<file path="src/rtl/pixel_pkg.sv">
// Shared types for the Bayer pixel packer: lane encoding, the packed pixel word
// and the FIFO entry that carries the end-of-frame tag alongside the pixel.
package pixel_pkg;

    localparam int PIX_W = 32;

    typedef enum logic [1:0] {
        LANE_R  = 2'd0,
        LANE_G1 = 2'd1,
        LANE_G2 = 2'd2,
        LANE_B  = 2'd3
    } lane_e;

    typedef struct packed {
        logic [7:0] r;
        logic [7:0] g1;
        logic [7:0] g2;
        logic [7:0] b;
    } pixel_t;

    typedef struct packed {
        logic   last;
        pixel_t pix;
    } word_t;

endpackage

</file>
<file path="src/rtl/pixel_fifo.sv">
// Synchronous FIFO with a registered head word; the head holds its last value
// while empty so downstream sees stable data.
module pixel_fifo #(
    parameter int WIDTH = 33,
    parameter int DEPTH = 4
) (
    input  logic             clk,
    input  logic             rst,
    input  logic             push,
    input  logic [WIDTH-1:0] din,
    input  logic             pop,
    output logic             full,
    output logic             empty,
    output logic [WIDTH-1:0] dout
);
    localparam int AW = $clog2(DEPTH);
    localparam int CW = $clog2(DEPTH + 1);

    logic [WIDTH-1:0] mem_q [DEPTH];
    logic [WIDTH-1:0] mem_d [DEPTH];
    logic [AW-1:0]    wr_q, wr_d, rd_q, rd_d;
    logic [CW-1:0]    cnt_q, cnt_d, remain;
    logic [WIDTH-1:0] dout_q, dout_d;
    logic             push_ok, pop_ok;

    assign full  = (cnt_q == CW'(DEPTH));
    assign empty = (cnt_q == '0);
    assign dout  = dout_q;

    always_comb begin
        push_ok = push && !full;
        pop_ok  = pop && !empty;
        mem_d   = mem_q;
        if (push_ok) begin
            mem_d[wr_q] = din;
        end
        wr_d   = wr_q + AW'(push_ok);
        rd_d   = rd_q + AW'(pop_ok);
        cnt_d  = cnt_q + CW'(push_ok) - CW'(pop_ok);
        // Entries older than this cycle's push that survive the pop decide the next head.
        remain = cnt_q - CW'(pop_ok);
        dout_d = dout_q;
        if (remain != '0) begin
            dout_d = mem_q[rd_d];
        end else if (push_ok) begin
            dout_d = din;
        end
    end

    always_ff @(posedge clk or posedge rst) begin
        if (rst) begin
            for (int i = 0; i < DEPTH; i++) begin
                mem_q[i] <= '0;
            end
            wr_q   <= '0;
            rd_q   <= '0;
            cnt_q  <= '0;
            dout_q <= '0;
        end else begin
            mem_q  <= mem_d;
            wr_q   <= wr_d;
            rd_q   <= rd_d;
            cnt_q  <= cnt_d;
            dout_q <= dout_d;
        end
    end

endmodule

</file>
<file path="src/rtl/bayer_pixel_packer.sv">
// Packs the camera byte stream (R,G1,G2,B) into 32-bit pixel words, tags the last
// pixel of each frame and flags frame restarts that cut a pixel short.
module bayer_pixel_packer #(
    parameter int PIXELS_PER_FRAME = 307200,
    parameter int FIFO_DEPTH       = 4
) (
    input  logic        clk,
    input  logic        rst,
    input  logic        frame_start,
    input  logic        byte_valid,
    input  logic [7:0]  byte_data,
    output logic        byte_ready,
    output logic        pix_valid,
    output logic [31:0] pix_data,
    output logic        pix_last,
    input  logic        pix_ready,
    output logic        lane_err
);
    import pixel_pkg::*;

    localparam int CNT_W = (PIXELS_PER_FRAME > 1) ? $clog2(PIXELS_PER_FRAME) : 1;
    localparam logic [CNT_W-1:0] CNT_MAX = CNT_W'(PIXELS_PER_FRAME - 1);

    lane_e            lane_q, lane_d;
    logic [7:0]       r_q, r_d, g1_q, g1_d, g2_q, g2_d;
    logic [CNT_W-1:0] cnt_q, cnt_d;
    logic             lane_err_q, lane_err_d;
    logic             accept, push, fifo_full, fifo_empty;
    word_t            push_word, head_word;
    logic [PIX_W:0]   push_bits, head_bits;

    // Only the final byte needs FIFO space, so the stall depends on registered state only.
    assign byte_ready = !(lane_q == LANE_B && fifo_full);
    assign accept     = byte_valid && byte_ready;

    always_comb begin
        lane_d     = lane_q;
        r_d        = r_q;
        g1_d       = g1_q;
        g2_d       = g2_q;
        cnt_d      = cnt_q;
        lane_err_d = 1'b0;
        push       = 1'b0;
        push_word  = '{last: (cnt_q == CNT_MAX), pix: '{r: r_q, g1: g1_q, g2: g2_q, b: byte_data}};
        if (frame_start) begin
            lane_err_d = (lane_q != LANE_R);
            lane_d     = LANE_R;
            cnt_d      = '0;
            r_d        = '0;
            g1_d       = '0;
            g2_d       = '0;
            if (accept) begin
                r_d    = byte_data;
                lane_d = LANE_G1;
            end
        end else if (accept) begin
            case (lane_q)
                LANE_R:  begin r_d  = byte_data; lane_d = LANE_G1; end
                LANE_G1: begin g1_d = byte_data; lane_d = LANE_G2; end
                LANE_G2: begin g2_d = byte_data; lane_d = LANE_B;  end
                default: begin
                    push   = 1'b1;
                    lane_d = LANE_R;
                    cnt_d  = (cnt_q == CNT_MAX) ? '0 : cnt_q + 1'b1;
                end
            endcase
        end
    end

    always_ff @(posedge clk or posedge rst) begin
        if (rst) begin
            lane_q     <= LANE_R;
            r_q        <= '0;
            g1_q       <= '0;
            g2_q       <= '0;
            cnt_q      <= '0;
            lane_err_q <= 1'b0;
        end else begin
            lane_q     <= lane_d;
            r_q        <= r_d;
            g1_q       <= g1_d;
            g2_q       <= g2_d;
            cnt_q      <= cnt_d;
            lane_err_q <= lane_err_d;
        end
    end

    assign push_bits = push_word;
    assign head_word = head_bits;

    pixel_fifo #(
        .WIDTH (PIX_W + 1),
        .DEPTH (FIFO_DEPTH)
    ) u_fifo (
        .clk   (clk),
        .rst   (rst),
        .push  (push),
        .din   (push_bits),
        .pop   (pix_ready),
        .full  (fifo_full),
        .empty (fifo_empty),
        .dout  (head_bits)
    );

    assign pix_valid = !fifo_empty;
    assign pix_data  = head_word.pix;
    assign pix_last  = head_word.last;
    assign lane_err  = lane_err_q;

endmodule

</file>
<file path="config.mk">
export PLATFORM = sky130hd
export DESIGN_NAME = bayer_pixel_packer
export DESIGN_NICKNAME = d
export VERILOG_FILES = /design/src/rtl/pixel_pkg.sv /design/src/rtl/pixel_fifo.sv /design/src/rtl/bayer_pixel_packer.sv
export SDC_FILE = /design/constraint.sdc
export NUM_CORES = 1
export LEC_CHECK = 0
export ABC_AREA = 0
export BUFFER_PORTS_ARGS = -buffer_cell sky130_fd_sc_hd__buf_2
export CAP_MARGIN = 20
export CORE_ASPECT_RATIO = 0.5
export CORE_MARGIN = 3
export CORE_UTILIZATION = 55
export CTS_BUF_LIST = sky130_fd_sc_hd__clkbuf_16
export CTS_CLUSTER_DIAMETER = 60
export DETAILED_ROUTE_END_ITERATION = 8
export GPL_TIMING_DRIVEN = 0
export PLACE_DENSITY = 0.82
export REMOVE_ABC_BUFFERS = 1
export SLEW_MARGIN = 25
export SYNTH_ARGS = -nofsm -noshare
export SYNTH_HDL_FRONTEND = slang
export SYNTH_HIERARCHICAL = 1
export SYNTH_SLANG_ARGS = --single-unit
</file>
<file path="constraint.sdc">
create_clock -name clk -period 4.7 [get_ports clk]
set_input_delay 0 -clock clk [delete_from_list [all_inputs] [get_ports clk]]
set_output_delay 0 -clock clk [all_outputs]
set_load 0.03 [all_outputs]
</file>
==> reports/summary.md, run 1 <==
## Power
- 0.0003774 V — largest vdd supply drop
- 39.4% — combinational share of power
- 37.8% — proportion of power drawn by flip-flops and latches
- 37.11% — switching share of total power
- 568.5 nW/um2 — power density over the cells
- 2.401 mW — switching power
- 4.068 mW — Int Power
- 22.7% — clock share of power
- 5.791 nW — cell leakage power

## Yosys
- 12.26 um2 — Mean Syn Cell Area
- 10,100 um2 — summed instance area of the synthesized netlist
- 100.0% — fraction of registers with async set or reset after synthesis
- 54 — number of library cell types mapped by synthesis
- 6 — synthesis warning total
- sky130_fd_sc_hd__dfrtp_1 — Most used DFF post-synth
- 0 — Post-synth EDFFs
- 218 — FF+latch count, synth
- 54.00% — post-synthesis sequential area ratio
- 824 — Post-Syn Instances

## Die
- 17,700 um2 — area of the core region
- 57.08% — effective utilization at floorplan
- 20,130 um2 — die area
- 49 — number of ports placed on the die boundary
- 34 — Row Count
- 197.7 um — die extent in x
- 101.8 um — y dimension of the die

## Placed design
- 1,073 — number of placed instances with taps included
- 0.7872 — GPL Wtd Cong
- 14.35 mm — Detail Placement HPWL
- 48 — count of buffers from port buffering

## Timing
- 10.72 ps — worst clock skew
- 875.5 ps — Worst Tran Pin Value
- 3910 ps — post-layout min period
- 0 — setup-violating endpoint count in the final report
- 0 — Final Hold Viols
- 0.2558 GHz — achievable frequency
- 0 — number of max-slew violations in the final report
- 83.18% — final critical-path share of the clock period
- no — setup repair after global routing missed its margin
- 41.55% — Relative slew margins

## Cells and area
- 12.63% — Layout area overhead
- 1,119 — Cell Count, Final, Fillers Out
- 0 — total inserted antenna cells
- 64.30% — Core Util, Final
- 898 — number of nets in the layout
- 26.67% — layout cell share with drive strength beyond 1

## Worst setup path
- flop — crit path capture type
- lane_q[0] — FF-to-FF Start
- sky130_fd_sc_hd__and3_1 — cell with the largest stage delay on the worst path
- 5060 ps — required time at the endpoint of the critical path
- ha_1 > a21boi_4 > and3_1 > nand2b_4 > inv_2 > nand3b_1 > buf_6 > buf_8 > mux2_2 — chain of cells forming the critical path
- 30 — Max FO, Critical Path
- 9 — Worst Reg-to-Reg Cells
- 4270 ps — critical path data arrival time
- 3 — number of buffer and inverter stages on the critical path
- 720 ps — longest individual stage delay on the worst path
- flop — element type at the critical path start
- 790 ps — minimum setup slack among reg-to-reg paths
- simple AND/OR/NAND/NOR gates — family with the most delay on the worst path
- u_fifo/mem_q[94] — worst r2r dst
- flop to flop — worst setup path class

## GRT
- 0 — initial antenna violation count
- 96 — pin count of the biggest net entering global routing
- 7,361 — via count of the first global-routing pass
- 38.15 mm — first-pass GRT wire length
- 0 — aggregate global routing overflow
- 23.62% — GRT Resource Usage Total

## Detailed routing
- 23.45 mm — wirelength, routed
- 0 — remaining antenna violation count
- 5 — detailed-routing iteration count for the pre-antenna-repair pass
- 6.171 — Avg Vias per Cell
- 6,905 — total number of vias
- 521 — First DRT Iteration DRCs
- 0 — number of remaining DRC errors
- 20.96 um — per-cell routed wire length

## Clock network
- 20 — total clock buffers created by CTS
- 0 — cells resized by post-CTS repair
- sky130_fd_sc_hd__clkbuf_16 — cell at the root of the clock tree
- 218 — CTS Sinks
- 1 — H-Tree Depth
- 0 — Setup Buffers After CTS
- 12 — Hold Buf Count CTS
- done — TritonCTS clock tree
- 60 ps — clock slew seen by the registers of the worst setup and hold paths
- 490 ps — insertion delay of the later-clocked pin in the worst-skew pair
- 3 — maximum count of clock buffers along a single path

## Flow run
- 0 — number of violations of the max-capacitance limit

## Outcome
- completed — status

## Worst hold path
- byte_valid — Hold Crit Start
- 4 — Min-Delay Path Depth
- input port to flop — worst min-delay path class
- g1_q[5] — terminating pin of the worst hold path

[how the worst max path moves through the flow]
| stage | startpoint | endpoint | depth (start not counted) |
|---|---|---|---|
| floorplan | u_fifo/cnt_q[2] | u_fifo/dout[32] | 8 |
| global placement | u_fifo/cnt_q[2] | u_fifo/dout[5] | 8 |
| detailed placement | u_fifo/cnt_q[2] | u_fifo/mem_q[72] | 9 |
| CTS | lane_q[0] | u_fifo/mem_q[94] | 9 |
| global route | lane_q[0] | u_fifo/mem_q[94] | 9 |
| finish | lane_q[0] | u_fifo/mem_q[94] | 9 |
[cell families after synthesis]
| kind of cell | count (synthesis) | synth area share, % |
|---|---|---|
| AND/OR/NAND/NOR | 226 | 10.86 |
| flip-flops | 218 | 54.00 |
| multiplexers | 165 | 19.10 |
| AO/OA/AOI/OAI | 126 | 10.06 |
| buffers and inverters | 69 | 3.728 |
| adder cells (fa/ha/maj) | 12 | 1.561 |
| XOR/XNOR | 8 | 0.6935 |
[metrics by stage]
stage	area (um2)	worst slack (ps)	setup TNS (ps)	total power, mW	hold slack [ps]
3_3_place_gp	10320	-5249	-517640	4.718	335.5
3_5_place_dp	10680	971.4	0	5.005	73.26
5_1_grt	11380	666.5	0	6.797	107.0
6_report	11380	790.3	0	6.469	101.7
4_1_cts	11380	879.9	0	6.481	77.28
2_1_floorplan	9786	-1635	-53130	4.096	63.14
[placed cells by master, fill, tap and decap left out, types with 8 or more instances in the layout]
cell	synthesis	layout
sky130_fd_sc_hd__a21oi_1	18	17
sky130_fd_sc_hd__a22o_1	8	8
sky130_fd_sc_hd__a2bb2oi_1	26	26
sky130_fd_sc_hd__a31oi_1	10	10
sky130_fd_sc_hd__buf_2	10	49
sky130_fd_sc_hd__clkbuf_16	0	21
sky130_fd_sc_hd__dfrtp_1	218	218
sky130_fd_sc_hd__dlygate4sd3_1	0	12
sky130_fd_sc_hd__ha_1	11	11
sky130_fd_sc_hd__inv_1	14	19
sky130_fd_sc_hd__mux2_2	100	100
sky130_fd_sc_hd__mux2_4	30	30
sky130_fd_sc_hd__mux2i_1	33	33
sky130_fd_sc_hd__nand2_1	128	128
sky130_fd_sc_hd__nand3_1	46	46
sky130_fd_sc_hd__nand4_1	11	11
sky130_fd_sc_hd__nor2_1	9	9
sky130_fd_sc_hd__o211a_1	26	26
[registers in the layout, indices dropped and copies added, names as in the netlist, 3 cells and up]
register and flops:
cnt_q 19, u_fifo/mem_q 132, r_q 8, u_fifo/cnt_q 3
u_fifo/dout 33, g2_q 8, g1_q 8
[worst min-delay path, stage by stage]
cell and delay [ps]:
sky130_fd_sc_hd__buf_2 110, sky130_fd_sc_hd__a21boi_4 240, sky130_fd_sc_hd__nand3_1 120, sky130_fd_sc_hd__a21oi_1 60
[synthesized netlist by cell type (3+ instances only)]
cell / number / share of area (%)
sky130_fd_sc_hd__inv_1: 14 / 0.52
sky130_fd_sc_hd__buf_4: 7 / 0.52
sky130_fd_sc_hd__dfrtp_1: 218 / 54
sky130_fd_sc_hd__o211ai_1: 7 / 0.52
sky130_fd_sc_hd__a31oi_1: 10 / 0.62
sky130_fd_sc_hd__a2bb2oi_1: 26 / 2.3
sky130_fd_sc_hd__mux2_2: 100 / 11
sky130_fd_sc_hd__or3_1: 3 / 0.19
sky130_fd_sc_hd__a32o_1: 7 / 0.69
sky130_fd_sc_hd__o211a_1: 26 / 2.6
sky130_fd_sc_hd__nor3_1: 3 / 0.15
sky130_fd_sc_hd__or4_1: 3 / 0.22
sky130_fd_sc_hd__a22o_1: 8 / 0.69
sky130_fd_sc_hd__buf_1: 5 / 0.19
sky130_fd_sc_hd__clkbuf_1: 24 / 0.89
sky130_fd_sc_hd__buf_12: 3 / 0.59
sky130_fd_sc_hd__o21ai_0: 4 / 0.20
sky130_fd_sc_hd__o2111ai_1: 4 / 0.35
sky130_fd_sc_hd__and3_1: 4 / 0.25
sky130_fd_sc_hd__ha_1: 11 / 1.4
sky130_fd_sc_hd__buf_2: 10 / 0.50
sky130_fd_sc_hd__nand4_1: 11 / 0.68
sky130_fd_sc_hd__nand3_1: 46 / 2.3
sky130_fd_sc_hd__nand2_1: 128 / 4.8
sky130_fd_sc_hd__mux2i_1: 33 / 3.3
sky130_fd_sc_hd__nor2_1: 9 / 0.33
sky130_fd_sc_hd__xnor2_1: 4 / 0.35
sky130_fd_sc_hd__a21oi_1: 18 / 0.89
sky130_fd_sc_hd__buf_6: 4 / 0.45
sky130_fd_sc_hd__mux2_4: 30 / 4.5
sky130_fd_sc_hd__and4_1: 5 / 0.43
sky130_fd_sc_hd__xor2_1: 4 / 0.35
[cell type report]
type	count	area, um2
multi-input combinational	537	4328
sequential	218	5455
clock buffer	21	525.5
timing repair buffer	80	658.1
tap	234	292.8
fill	1244	6319
inverter	16	67.56
clock inverter	13	51.30
[metal layers]
layer	up-vias	part of all wire (%)	GRT usage, %
li1	3088	-	-
met1	3575	44	31.58
met2	197	49	40.98
met3	45	4.2	3.557
met4	0	2.1	6.898
met5	-	0	0
[power groups by stage]
stage / combinational (mW) / sequential [mW] / clock, mW
floorplan: 1.43 / 2.66 / 0
global placement: 2.26 / 2.46 / 0
detailed placement: 2.54 / 2.47 / 0
CTS: 2.55 / 2.45 / 1.49
global route: 2.74 / 2.48 / 1.57
finish: 2.55 / 2.45 / 1.47
Note: power is estimated with default switching activity, not from simulation.
==> run 2, diff against run 1 <==
ABC_AREA = 1   (was 0)
CORE_UTILIZATION = 56   (was 55)
PLACE_DENSITY = 0.84   (was 0.82)
clock period = 3.17 ns   (was 4.7 ns; I/O delays follow)
==> run 2 against run 1 <==
- count of clock-buffer cells in the layout stayed put
- global-route usage grew 2.8 points
- final cell count is 39% higher
- synthesized cell count is 55% higher
- via count grew 28%
- synthesized area is 3.4% higher
- clock skew barely moved
- routed wire length up 11%
- non-clock buffer count is 13 lower
- largest cell class unchanged
==> reports/summary.md, run 2 <==
## Placed design
- 15.03 mm — Detail Placement HPWL
- 0.8351 — GPL Wtd Cong
- 48 — count of buffers from port buffering

## Clock network
- 1 — H-Tree Depth
- 20 — total clock buffers created by CTS
- 490 ps — insertion delay of the later-clocked pin in the worst-skew pair
- 3 — maximum count of clock buffers along a single path
- sky130_fd_sc_hd__clkbuf_16 — cell at the root of the clock tree
- done — TritonCTS clock tree
- 0 — Setup Buffers After CTS
- 218 — CTS Sinks
- 70 ps — clock slew seen by the registers of the worst setup and hold paths

## Yosys
- 100.0% — fraction of registers with async set or reset after synthesis
- 52.24% — post-synthesis sequential area ratio
- 6 — synthesis warning total
- 33 — number of library cell types mapped by synthesis
- 52.24% — area share of the largest cell type after synthesis
- sky130_fd_sc_hd__nand2_1 — most instantiated library cell after synthesis
- 0 — Post-synth EDFFs
- sky130_fd_sc_hd__dfrtp_1 — Most used DFF post-synth
- 1,279 — Post-Syn Instances
- 519 x sky130_fd_sc_hd__nand2_1, 218 x sky130_fd_sc_hd__dfrtp_1, 100 x sky130_fd_sc_hd__o21ai_0 — most common library cells after synthesis
- 8.165 um2 — Mean Syn Cell Area
- 10,440 um2 — summed instance area of the synthesized netlist
- 218 — FF+latch count, synth
- sky130_fd_sc_hd__dfrtp_1 52%, sky130_fd_sc_hd__nand2_1 19%, sky130_fd_sc_hd__o21ai_0 4.8% — top post-synthesis cells by area
- sky130_fd_sc_hd__dfrtp_1 — cell type with the largest total area after synthesis

## Timing
- no — setup repair after global routing missed its margin
- 0 — setup-violating endpoint count in the final report
- 28.62% — Relative slew margins
- 10.76 ps — worst clock skew
- 91.54% — final critical-path share of the clock period
- 0.3446 GHz — achievable frequency
- 43.42 ps — final worst hold slack
- 0 — number of max-slew violations in the final report
- 2902 ps — post-layout min period
- 1069 ps — Worst Tran Pin Value
- 0 — Final Hold Viols

## GRT
- 0 — aggregate global routing overflow
- 43.33 mm — first-pass GRT wire length
- 99 — pin count of the biggest net entering global routing
- 26.41% — GRT Resource Usage Total
- 8,611 — via count of the first global-routing pass
- 1 — initial antenna violation count

## Worst hold path
- 3 — Min-Delay Path Depth
- input port to flop — worst min-delay path class
- lane_err — terminating pin of the worst hold path
- frame_start — Hold Crit Start

## Cells and area
- sky130_fd_sc_hd__nand2_1 — leading cell type in the layout, fill and taps excluded
- 10.68% — Layout area overhead
- 64.84% — Core Util, Final
- 516 x sky130_fd_sc_hd__nand2_1, 218 x sky130_fd_sc_hd__dfrtp_1, 99 x sky130_fd_sc_hd__o21ai_0 — highest-count cells in the layout ignoring fill and taps
- 132 — max FFs per register
- 1,330 — number of nets in the layout
- u_fifo/mem_q — Reg with most FFs
- 10.54% — layout cell share with drive strength beyond 1

## Worst setup path
- sky130_fd_sc_hd__nand2_1 — cell repeated most along the worst path
- u_fifo/dout[5] — worst r2r dst
- u_fifo/cnt_q[2] — worst setup path start
- flop — element type at the critical path start
- flop to flop — worst setup path class
- 2 — number of buffer and inverter stages on the critical path
- 560 ps — longest individual stage delay on the worst path
- flop — crit path capture type
- simple AND/OR/NAND/NOR gates — family with the most delay on the worst path
- nor3_1 > nor2_1 > ha_1 > inv_1 > nand2_1 > nand2_1 > nor2_4 > inv_2 > nand3_1 > o21ai_0 — chain of cells forming the critical path
- 10 — Worst Reg-to-Reg Cells
- 3280 ps — critical path data arrival time
- 33 — Max FO, Critical Path
- sky130_fd_sc_hd__nor2_4 — cell with the largest stage delay on the worst path
- 3540 ps — required time at the endpoint of the critical path
- u_fifo/cnt_q[2] — FF-to-FF Start
- 270 ps — minimum setup slack among reg-to-reg paths

## Outcome
- completed — status

## Detailed routing
- 899 — First DRT Iteration DRCs
- 0 — number of remaining DRC errors
- 8,825 — total number of vias
- 26.01 mm — wirelength, routed
- 5 — detailed-routing iteration count for the pre-antenna-repair pass
- 5.679 — Avg Vias per Cell
- 16.73 um — per-cell routed wire length
- 0 — remaining antenna violation count

## Die
- 102.6 um — y dimension of the die
- 34 — Row Count
- 49 — number of ports placed on the die boundary
- 20,420 um2 — die area
- 199.1 um — die extent in x
- 58.58% — effective utilization at floorplan
- 17,820 um2 — area of the core region

## Power
- 786.3 nW/um2 — power density over the cells
- 0.0005223 V — largest vdd supply drop
- 5.818 nW — cell leakage power

## Flow run
- 0 — number of violations of the max-capacitance limit

## run 2: logic make-up (layout without fill, tap and decap cells)
group | count (synthesis) | after routing | share of synthesized area (%)
simple gates | 628 | 629 | 23.90
compound gates | 244 | 244 | 13.13
flops | 218 | 218 | 52.24
buf+inv | 160 | 199 | 7.596
fa+ha+maj | 12 | 12 | 1.510
xor+xnor | 9 | 9 | 0.7549
mux | 8 | 8 | 0.8627
other cells | 0 | 1 | 0
## run 2: through the flow
stage | setup WS, ps | power (mW) | setup TNS [ps] | std cells | area, um2
after floorplan | -1490 | 5.447 | -270640 | 1215 | 10010
final | 268.2 | 9.087 | 0 | 1554 | 11560
after global placement | -3231 | 6.293 | -688490 | 1497 | 10550
after CTS | 295.4 | 9.038 | 0 | 1553 | 11550
after detailed placement | -148.6 | 6.662 | -3379 | 1506 | 10820
after global routing | 95.74 | 9.568 | 0 | 1554 | 11560
## run 2: worst max path at each step
stage,endpoint,slack (ps),cells past startpoint
after floorplan,u_fifo/cnt_q[0],-1490,1
after global placement,u_fifo/dout[21],-3230,2
after detailed placement,u_fifo/dout[13],-150,8
after CTS,u_fifo/dout[5],300,9
after global routing,u_fifo/dout[5],100,8
final,u_fifo/dout[5],270,10
## run 2: timing repair
| action | 4_1_cts | 5_1_grt |
|---|---|---|
| hold buffers | 10 | 0 |
| gates resized for setup | 1 | 0 |
| hold endpoints to repair | 182 | 0 |
| setup endpoints to repair | 32 | 0 |
## run 2: routing by layer
metal | vias up | part of all wire, % | track usage (%) | wire length [um]
met2 | 429 | 48 | 45.15 | 12540
li1 | 4092 | - | - | -
met3 | 49 | 9.2 | 4.212 | 2404
met5 | - | 0 | 0 | 0
met1 | 4255 | 41 | 35.94 | 10580
met4 | 0 | 1.9 | 7.066 | 486
## run 2: worst min-delay path, cell delays in order
cell and delay, ps:
sky130_fd_sc_hd__buf_2 240, sky130_fd_sc_hd__inv_2 160, sky130_fd_sc_hd__nor2_1 80
## run 2: layout make-up
type                       count  area [um2]
timing repair buffer          67       565.5
clock buffer                  21       525.5
fill                        1337        6267
multi-input combinational    902        4252
tap                          234       292.8
sequential                   218        5455
inverter                      96       372.9
clock inverter                15       91.34
antenna                        1       2.502
## run 2: where the power goes
group | internal (mW) | switching, mW
Combinational | 0.935 | 2.24
Clock | 1.28 | 1.04
Sequential | 3.28 | 0.312
Total | 5.50 | 3.59
